**src/rtl/neighbor_window_gen.sv**
```systemverilog
// Game-of-Life neighbour-window producer: loads a ROWSxCOLS board serially, then streams every
// cell with its 8-neighbour vector. Define TORUS_WRAP_EN for toroidal edges (default: dead border).
module neighbor_window_gen #(
  parameter int COLS = 8,
  parameter int ROWS = 8
) (
  input  logic                    clk,
  input  logic                    rst,
  input  logic                    cell_in,
  input  logic                    in_valid,
  output logic                    in_ready,
  output logic                    center,
  output logic [7:0]              neighbors,
  output logic [$clog2(ROWS)-1:0] out_row,
  output logic [$clog2(COLS)-1:0] out_col,
  output logic                    out_valid,
  input  logic                    out_ready,
  output logic                    frame_done
);

  localparam int RW     = $clog2(ROWS);
  localparam int CW     = $clog2(COLS);
  localparam int NCELLS = ROWS * COLS;
  localparam int IW     = $clog2(NCELLS);

  localparam logic [RW-1:0] ROW_LAST = RW'(ROWS - 1);
  localparam logic [CW-1:0] COL_LAST = CW'(COLS - 1);
  localparam logic [RW-1:0] ROW_ONE  = RW'(1);
  localparam logic [CW-1:0] COL_ONE  = CW'(1);

  typedef enum logic [1:0] {
    LOAD,
    SCAN,
    DONE
  } state_t;

  state_t            state_q;
  logic [NCELLS-1:0] board_q;
  logic [RW-1:0]     load_row_q;
  logic [CW-1:0]     load_col_q;
  logic [RW-1:0]     out_row_q;
  logic [CW-1:0]     out_col_q;
  logic              center_q;
  logic [7:0]        nbr_q;
  logic              out_valid_q;
  logic              frame_done_q;
  logic              in_ready_q;

  logic [RW-1:0]     sel_row_d;
  logic [CW-1:0]     sel_col_d;
  logic              center_d;
  logic [7:0]        nbr_d;
  logic [IW-1:0]     load_idx_d;
  logic              scan_adv_d;
  logic              scan_last_d;

  // Board bit at (r, c); r and c may lie one step outside the board.
  function automatic logic cell_at(input logic [NCELLS-1:0] b, input int r, input int c);
    int rr;
    int cc;
    rr = r;
    cc = c;
`ifdef TORUS_WRAP_EN
    if (rr < 0)          rr = ROWS - 1;
    else if (rr >= ROWS) rr = 0;
    if (cc < 0)          cc = COLS - 1;
    else if (cc >= COLS) cc = 0;
    return b[IW'(rr * COLS + cc)];
`else
    if (rr < 0 || rr >= ROWS || cc < 0 || cc >= COLS) return 1'b0;
    return b[IW'(rr * COLS + cc)];
`endif
  endfunction

  // Select the cell to present next: (0,0) when nothing is shown yet, else the raster successor.
  always_comb begin
    // NOTE: every variable gets a default first so no path through this block can infer a latch.
    sel_row_d = '0;
    sel_col_d = '0;
    if (out_valid_q) begin
      if (out_col_q == COL_LAST) begin
        sel_row_d = (out_row_q == ROW_LAST) ? '0 : out_row_q + ROW_ONE;
      end else begin
        sel_row_d = out_row_q;
        sel_col_d = out_col_q + COL_ONE;
      end
    end

    center_d = cell_at(board_q, int'(sel_row_d), int'(sel_col_d));
    nbr_d = {
      cell_at(board_q, int'(sel_row_d) + 1, int'(sel_col_d) + 1),  // SE
      cell_at(board_q, int'(sel_row_d) + 1, int'(sel_col_d)),      // S
      cell_at(board_q, int'(sel_row_d) + 1, int'(sel_col_d) - 1),  // SW
      cell_at(board_q, int'(sel_row_d),     int'(sel_col_d) + 1),  // E
      cell_at(board_q, int'(sel_row_d),     int'(sel_col_d) - 1),  // W
      cell_at(board_q, int'(sel_row_d) - 1, int'(sel_col_d) + 1),  // NE
      cell_at(board_q, int'(sel_row_d) - 1, int'(sel_col_d)),      // N
      cell_at(board_q, int'(sel_row_d) - 1, int'(sel_col_d) - 1)   // NW
    };

    load_idx_d  = IW'(int'(load_row_q) * COLS + int'(load_col_q));
    scan_adv_d  = !out_valid_q || out_ready;
    scan_last_d = out_valid_q && (out_row_q == ROW_LAST) && (out_col_q == COL_LAST);
  end

  // NOTE: the board is a flop array rather than a RAM, so reset can clear it in one step.
  always_ff @(posedge clk or posedge rst) begin
    if (rst) begin
      state_q      <= LOAD;
      board_q      <= '0;
      load_row_q   <= '0;
      load_col_q   <= '0;
      out_row_q    <= '0;
      out_col_q    <= '0;
      center_q     <= 1'b0;
      nbr_q        <= '0;
      out_valid_q  <= 1'b0;
      frame_done_q <= 1'b0;
      in_ready_q   <= 1'b1;
    end else begin
      // NOTE: non-blocking updates, so every branch below sees the pre-edge register values.
      frame_done_q <= 1'b0;
      case (state_q)
        LOAD: begin
          if (in_valid) begin
            board_q[load_idx_d] <= cell_in;
            if (load_col_q == COL_LAST) begin
              load_col_q <= '0;
              if (load_row_q == ROW_LAST) begin
                load_row_q <= '0;
                in_ready_q <= 1'b0;
                state_q    <= SCAN;
              end else begin
                load_row_q <= load_row_q + ROW_ONE;
              end
            end else begin
              load_col_q <= load_col_q + COL_ONE;
            end
          end
        end

        SCAN: begin
          if (scan_adv_d) begin
            if (scan_last_d) begin
              out_valid_q  <= 1'b0;
              frame_done_q <= 1'b1;
              state_q      <= DONE;
            end else begin
              out_row_q   <= sel_row_d;
              out_col_q   <= sel_col_d;
              center_q    <= center_d;
              nbr_q       <= nbr_d;
              out_valid_q <= 1'b1;
            end
          end
        end

        DONE: begin
          in_ready_q <= 1'b1;
          state_q    <= LOAD;
        end

        default: begin
          in_ready_q  <= 1'b1;
          out_valid_q <= 1'b0;
          state_q     <= LOAD;
        end
      endcase
    end
  end

  assign in_ready   = in_ready_q;
  assign center     = center_q;
  assign neighbors  = nbr_q;
  assign out_row    = out_row_q;
  assign out_col    = out_col_q;
  assign out_valid  = out_valid_q;
  assign frame_done = frame_done_q;

endmodule

```
**config.mk**
```make
export PLATFORM = sky130hd
export DESIGN_NAME = neighbor_window_gen
export DESIGN_NICKNAME = d
export VERILOG_FILES = /design/src/rtl/neighbor_window_gen.sv
export SDC_FILE = /design/constraint.sdc
export NUM_CORES = 1
export LEC_CHECK = 0
export ABC_AREA = 1
export CAP_MARGIN = 15
export CORE_MARGIN = 3
export CORE_UTILIZATION = 45
export DETAILED_ROUTE_END_ITERATION = 7
export SETUP_SLACK_MARGIN = 0.5
export SLEW_MARGIN = 30
export SYNTH_ARGS = -nofsm -noshare
export SYNTH_HDL_FRONTEND = slang
export SYNTH_SLANG_ARGS = --single-unit
export TNS_END_PERCENT = 10
```
**constraint.sdc**
```tcl
create_clock -name clk -period 3.15 [get_ports clk]
set_input_delay 0.315 -clock clk [delete_from_list [all_inputs] [get_ports clk]]
set_output_delay 0.315 -clock clk [all_outputs]
set_load 0.03 [all_outputs]
```
; ---- Word-level counts from Yosys, hierarchy flattened
; Index checks and enable logic that the tools add are counted.
; Widths: inputs -> output; s select.
[classes]
addsub = 18
n_div = 0
mux = 77
n_lt_le_gt_ge = 19
n_bitwise = 3
shifts = 0
n_eq_ne = 11
multipliers = 0
reduce_logical = 25
[ops]
columns = op, n
row1 = $lt 6x8->1 const B, 9
row2 = $bwmux 64, 1
row3 = $bmux 1 s6, 9
row4 = $mux 1, 51
row5 = $add 6x4->6, 5
row6 = $mux 3, 7
row7 = $lt 4x1->1 const B, 4
row8 = $logic_or 1x1->1, 13
row9 = $add 3x1->3 const B, 4
row10 = $add 6x3->6, 2
row11 = $add 6x6->6, 2
row12 = $eq 3x3->1 const B, 4
row13 = $ge 4x5->1 const B, 2
row14 = $mux 2, 5
row15 = $ne 2x2->1 const B, 5
row16 = $add 3x1->4 const B, 2
row17 = $ge 4x4->1 const B, 2
row18 = $sub 3x1->4 const B, 2
row19 = $lt 6x7->1 const B, 1
row20 = $add 6x5->6, 1
row21 = $demux 1 s6, 1
row22 = $ge 6x1->1 const B, 1
row23 = $reduce_and 3->1, 2
row24 = $reduce_and 5->1, 1
row25 = other kinds (11), 17
[word_totals]
latchBits = 0
n_memories = 0
register_bits = 90
rom_bits = 0
inputBits = 5
word_cells = 164
output_inout_bits = 18
ram_bits = 0

; ---- Longest topological paths before layout
[depth]
ltp_word = 11
depth_mapped = 20
ltp_nobuf = 18

; ---- Worst setup path before layout
; No wires, ideal clock.
[synth_timing]
kind = register -> register
startpoint = register out_col_q[0], in the netlist out_col[0]
endpoint = register nbr_q[0], in the netlist neighbors[0]
setup_slack_ns = -0.220
stages_incl_launch_ff = 17
arrival_time_ns = 3.253
period_less_slack_ns = 3.370
setup_ns = 0.117
required_ns = 3.033
path_buffers = 2
cell_sequence = dfrtp_1 > ha_1 > ha_1 > nand2_1 > o21ai_2 > buf_4 > inv_2 > buf_6 > ha_1 > fa_1 > xnor2_1 > xor2_1 > inv_1 > nand3_1 > nand2_1 > nand2_1 > nand2_1
[synth_via]
elab_chain_cells = 10
elab_cells_between_ends = 24
cone_classes = add/sub (4) / order compare (4) / eq/ne (1) / mux (9) / bitwise (1) / reduce/logical (5)
[synth_rtl]
columns = item, line_no
row1 = from (decl), 42  ; logic [CW-1:0] out_col_q;
row2 = from (signal assigned), 150  ; out_col_q <= sel_col_d;
row3 = $eq 3x3->1 (*), 81  ; if (out_col_q == COL_LAST) begin
row4 = $mux 3 (*), 81
row5 = $mux 3 (*), 80  ; if (out_valid_q) begin
row6 = net sel_row_d[0], 49  ; logic [RW-1:0] sel_row_d;
row7 = $sub 3x1->4 (*), 98  ; cell_at(board_q, int'(sel_row_d) - 1, int'(sel_col_d) - 1)
row8 = "parallel branches: the longest is 5 deep, another holds $add 6x4->6", -
row9 = $mux 1 (*), 71  ; return b[IW'(rr * COLS + cc)];
row10 = to (signal assigned), 152  ; nbr_q <= nbr_d;
row11 = to (decl), 44  ; logic [7:0] nbr_q;
; Mark *: on every way through the listed nets, which the timed path passes. The select of a mux whose other input is x is not followed.
; A chain may end at the register's enable or synchronous reset.

; ---- Worst setup path after layout
[layout_timing]
startpoint = register out_col_q[1], in the netlist out_col[1]
endpoint = register nbr_q[5], in the netlist neighbors[5]
[layout_via]
elab_chain_cells = 10
elab_cells_between_ends = 24
cone_classes = add/sub (4) / order compare (4) / eq/ne (1) / mux (9) / bitwise (1) / reduce/logical (5)
[layout_rtl]
columns = item
row1 = "parallel branches: the longest is 10 deep, another holds $add 6x4->6"
; Parallel ways; which one is timed is not known. The select of a mux whose other input is x is not followed.

==> impl_table.tex <==
\begin{tabular}{lr}
\hline
Metric & Value \\
\hline
\multicolumn{2}{l}{\textbf{STA}} \\
Hold slack & 0.374 ns \\
Slew at the pin with the worst max-slew slack & around 0.77 ns \\
Slew Limit Fails & 0 \\
Final-report setup violation count & 0 \\
Peak Freq & 394 MHz \\
Unrepaired setup endpoints after global routing & yes \\
Min cycle time layout & about 2.5 ns \\
Maximum clock skew at final layout & approximately 0.0066 ns \\
Worst rel slew slack & roughly half \\
Endpoints failing hold & 0 \\
Final-layout setup total negative slack & 0 ns \\
Period utilisation layout & 80.5\% \\
\multicolumn{2}{l}{\textbf{Clocking}} \\
TritonCTS clock tree & yes \\
Number of clock buffers inserted by TritonCTS & 9 \\
H-tree depth reported by CTS & 3 \\
Clock insertion delay at the later pin of the skew report & 0.35 ns \\
TritonCTS sink count & 90 \\
Root buffer cell & sky130\_fd\_sc\_hd\_\_clkbuf\_16 \\
CTS Hold Buffers Added & 0 \\
CTS Buffer Depth & 2 \\
Clock slew seen by the registers of the worst setup and hold paths & about 0.07 ns \\
\multicolumn{2}{l}{\textbf{Synthesis}} \\
Post-Synthesis Mean Instance Area & 6.69 um2 \\
Area share of the largest cell type after synthesis & 33.0\% \\
Synthesized netlist cell count & 1009 \\
Cell taking the most area after synthesis & sky130\_fd\_sc\_hd\_\_dfrtp\_1 \\
Number of distinct library cell variants in the gate-level netlist after synthesis & 38 \\
Net count after synthesis & 1034 \\
Post-Syn Area & between 0.006 and 0.007 mm2 \\
Total number of yosys warnings & 0 \\
Async S/R FF share, synth & 100\% \\
Commonest cells in the synthesized netlist & sky130\_fd\_sc\_hd\_\_nand2\_1, sky130\_fd\_sc\_hd\_\_nand3\_1, sky130\_fd\_sc\_hd\_\_dfrtp\_1 \\
Most frequently used cell type in the post-synthesis netlist & sky130\_fd\_sc\_hd\_\_nand2\_1 \\
EDFF count, synth & 0 \\
Number of register bits inferred by synthesis & 90 \\
Main flop type after synthesis & sky130\_fd\_sc\_hd\_\_dfrtp\_1 \\
Area contributors post-synth & sky130\_fd\_sc\_hd\_\_dfrtp\_1, sky130\_fd\_sc\_hd\_\_nand2\_1, sky130\_fd\_sc\_hd\_\_nand3\_1, sky130\_fd\_sc\_hd\_\_a21oi\_1, sky130\_fd\_sc\_hd\_\_a31oi\_1 \\
Register area share after synthesis & 33.4\% \\
\multicolumn{2}{l}{\textbf{Setup path}} \\
Crit path depth & 17 \\
Required time worst endpoint & approximately 3.4 ns \\
CP Cell Sequence & ha\_4 > ha\_4 > inv\_4 > nor2\_1 > nor2\_1 > o21ai\_2 > ha\_4 > inv\_2 > nand2\_4 > nand2\_2 > ha\_4 > o21ai\_4 > xor2\_1 > nand3\_1 > nand2\_1 > nand2\_1 > nand2\_1 \\
Data arrival time of the critical path & $\sim$2.8 ns \\
Worst r2r path cells & 17 \\
Slowest cell on the critical path & sky130\_fd\_sc\_hd\_\_dfrtp\_2 \\
Worst path top cell family by delay & adder cells \\
CP max FO & 6 \\
Setup crit start kind & register \\
Crit path top cell by count & sky130\_fd\_sc\_hd\_\_ha\_4 \\
Number of buffer and inverter instances along the worst setup path & 2 \\
Largest stage delay, worst path & 0.44 ns \\
Critical path type & reg -> reg \\
Endpoint kind of the worst setup timing path & register \\
\multicolumn{2}{l}{\textbf{GRT}} \\
Antenna violations before repair & 0 \\
Global-route wire length before repair & 35000 um \\
Maximum number of pins on one net before global-route repair & 57 \\
Global-route usage over all layers & 27.0\% \\
Vias in the first global route & 6158 \\
Global-route congestion overflow total & 0 \\
\multicolumn{2}{l}{\textbf{Die}} \\
Die H & 128 um \\
Core Footprint & between 0.01 and 0.015 mm2 \\
I/O pin count & 23 \\
Initial Utilization & 46.3\% \\
Die area & 0.0165 mm2 \\
Chip Width & 128 um \\
Num rows & between 40 and 50 \\
\multicolumn{2}{l}{\textbf{Placed design}} \\
Number of buffers inserted by port buffering & 22 \\
Gpl congestion & between 0.9 and 1 \\
Final HPWL DP & 16200 um \\
Cell area after placement & 0.00720 mm2 \\
\multicolumn{2}{l}{\textbf{Outcome}} \\
Outcome & complete, no violations \\
\multicolumn{2}{l}{\textbf{Detailed routing}} \\
Final routed DRC violation total & 0 \\
Mean number of vias per cell & 5.67 \\
Remaining antenna violation count after routing & 0 \\
Average wire length per cell after detail routing & $\sim$18 um \\
1st-iter DRT viols & 598 \\
Number of iterations in the first detailed-routing pass & 5 \\
Routed wire length & 21900 um \\
Routed via count & 6903 \\
\multicolumn{2}{l}{\textbf{Cells and area}} \\
Nets@finish & between 1000 and 1500 \\
Diodes inserted & 0 \\
Area delta synth->final & 15.4\% \\
Post-route cell area & 0.00779 mm2 \\
Layout cell share with drive strength beyond 1 & 10.7\% \\
\multicolumn{2}{l}{\textbf{Hold path}} \\
Worst hold path type & in -> async \\
\multicolumn{2}{l}{\textbf{Run}} \\
Total of max-cap violations & 0 \\
\hline
\end{tabular}
[worst reg2reg max path, stage by stage (launching register included)]
cell and delay [ns]:
sky130_fd_sc_hd__dfrtp_2 0.44, sky130_fd_sc_hd__ha_4 0.17, sky130_fd_sc_hd__ha_4 0.18, sky130_fd_sc_hd__inv_4 0.08, sky130_fd_sc_hd__nor2_1 0.04, sky130_fd_sc_hd__nor2_1 0.11, sky130_fd_sc_hd__o21ai_2 0.14, sky130_fd_sc_hd__ha_4 0.33
sky130_fd_sc_hd__inv_2 0.08, sky130_fd_sc_hd__nand2_4 0.09, sky130_fd_sc_hd__nand2_2 0.06, sky130_fd_sc_hd__ha_4 0.17, sky130_fd_sc_hd__o21ai_4 0.17, sky130_fd_sc_hd__xor2_1 0.17, sky130_fd_sc_hd__nand3_1 0.09, sky130_fd_sc_hd__nand2_1 0.07
sky130_fd_sc_hd__nand2_1 0.05, sky130_fd_sc_hd__nand2_1 0.05
[cell type report]
cell class	instances	area, um2
clock buffers	12	236
clock inverters	4	51.3
fillers	1429	6800
inverters	82	320
multi-input cells	791	4170
flip-flops and latches	90	2260
well taps	184	230
repair buffers	54	515
repair inverters	1	5.00
[per-stage QoR]
stage | std cells | util (%) | worst slack (ns)
final | 1218 | 53.4 | 0.614
after detailed placement | 1189 | 49.3 | 0.371
after global routing | 1218 | 53.4 | 0.467
after floorplan | 1009 | - | 0.301
after CTS | 1206 | 51.4 | 0.424
after global placement | 1189 | 49.3 | 0.332
[metal layers]
| metal | routed length, um | GRT usage, % |
|---|---|---|
| met5 | 0 | 0 |
| met4 | 552 | 8.93 |
| met3 | 1390 | 4.03 |
| met2 | 9820 | 41.2 |
| met1 | 10100 | 39.5 |
[flip-flops by register name (all words and copies together) (netlist names), 2 cells and up]
register and flops:
board_q 64, state_q 2, neighbors 8, out_col 3
load_row_q 3, out_row 3, load_col_q 3
[layout by cell type (no fill, tap or decap), types with 2 or more instances in the layout]
| cell | Yosys | layout |
|---|---|---|
| sky130_fd_sc_hd__ha_4 | 0 | 7 |
| sky130_fd_sc_hd__buf_4 | 3 | 23 |
| sky130_fd_sc_hd__buf_12 | 0 | 2 |
| sky130_fd_sc_hd__buf_6 | 6 | 6 |
| sky130_fd_sc_hd__dfrtp_2 | 0 | 5 |
| sky130_fd_sc_hd__inv_2 | 6 | 8 |
| sky130_fd_sc_hd__nor2_4 | 4 | 4 |
| sky130_fd_sc_hd__clkinv_1 | 6 | 4 |
| sky130_fd_sc_hd__a21oi_1 | 67 | 67 |
| sky130_fd_sc_hd__xnor2_1 | 3 | 2 |
| sky130_fd_sc_hd__a31oi_1 | 49 | 49 |
| sky130_fd_sc_hd__xor2_1 | 7 | 6 |
| sky130_fd_sc_hd__clkinvlp_4 | 0 | 3 |
| sky130_fd_sc_hd__o21ai_0 | 16 | 15 |
| sky130_fd_sc_hd__o21ai_2 | 2 | 3 |
| sky130_fd_sc_hd__nand2_2 | 4 | 5 |
| sky130_fd_sc_hd__clkbuf_1 | 17 | 3 |
| sky130_fd_sc_hd__nand3_1 | 181 | 175 |
| sky130_fd_sc_hd__clkbuf_16 | 0 | 9 |
| sky130_fd_sc_hd__xor2_2 | 2 | 2 |
| sky130_fd_sc_hd__nand2_8 | 1 | 3 |
| sky130_fd_sc_hd__o21ai_1 | 3 | 2 |
| sky130_fd_sc_hd__ha_1 | 19 | 11 |
| sky130_fd_sc_hd__inv_4 | 0 | 2 |
| sky130_fd_sc_hd__nand3_4 | 0 | 2 |
| sky130_fd_sc_hd__nand2_1 | 336 | 332 |
| sky130_fd_sc_hd__inv_1 | 70 | 66 |
| sky130_fd_sc_hd__nor3_1 | 17 | 16 |
| sky130_fd_sc_hd__clkdlybuf4s50_1 | 0 | 22 |
| sky130_fd_sc_hd__nand3_2 | 1 | 5 |
| sky130_fd_sc_hd__nand2_4 | 3 | 4 |
| sky130_fd_sc_hd__nor2_1 | 52 | 51 |
| sky130_fd_sc_hd__o21ai_4 | 1 | 2 |
| sky130_fd_sc_hd__xor2_4 | 2 | 3 |
| sky130_fd_sc_hd__dfrtp_1 | 89 | 84 |
| sky130_fd_sc_hd__nand3b_1 | 14 | 14 |
[kinds of logic after synthesis]
group           Yosys count  share of synthesized area [%]
buf+inv                 128                           8.31
flops                    90                           33.4
xor+xnor                 14                           2.60
compound gates          141                           11.7
simple gates            616                           40.1
fa+ha+maj                20                           3.82
[final timing paths]
kind                                   start           end  slack (ns)
worst min-delay path                     rst    frame_done        0.37
worst max register to register    out_col[1]  neighbors[5]        0.61
worst max-delay path              out_col[1]  neighbors[5]        0.61
min in group clk                neighbors[6]  neighbors[6]        0.48
max in group asynchronous                rst   board_q[13]        2.16
worst min register to register  neighbors[6]  neighbors[6]        0.48
[what timing repair did]
| item | in CTS | in global routing |
|---|---|---|
| setup buffers | 1 | 11 |
| pin swaps | 0 | 15 |
| setup endpoints to repair | 5 | 8 |
| resized for setup | 1 | 45 |
| cloned | 0 | 1 |
Power is not shown: default switching activity piles up to over one toggle a cycle in this logic, so the estimate is an artifact.
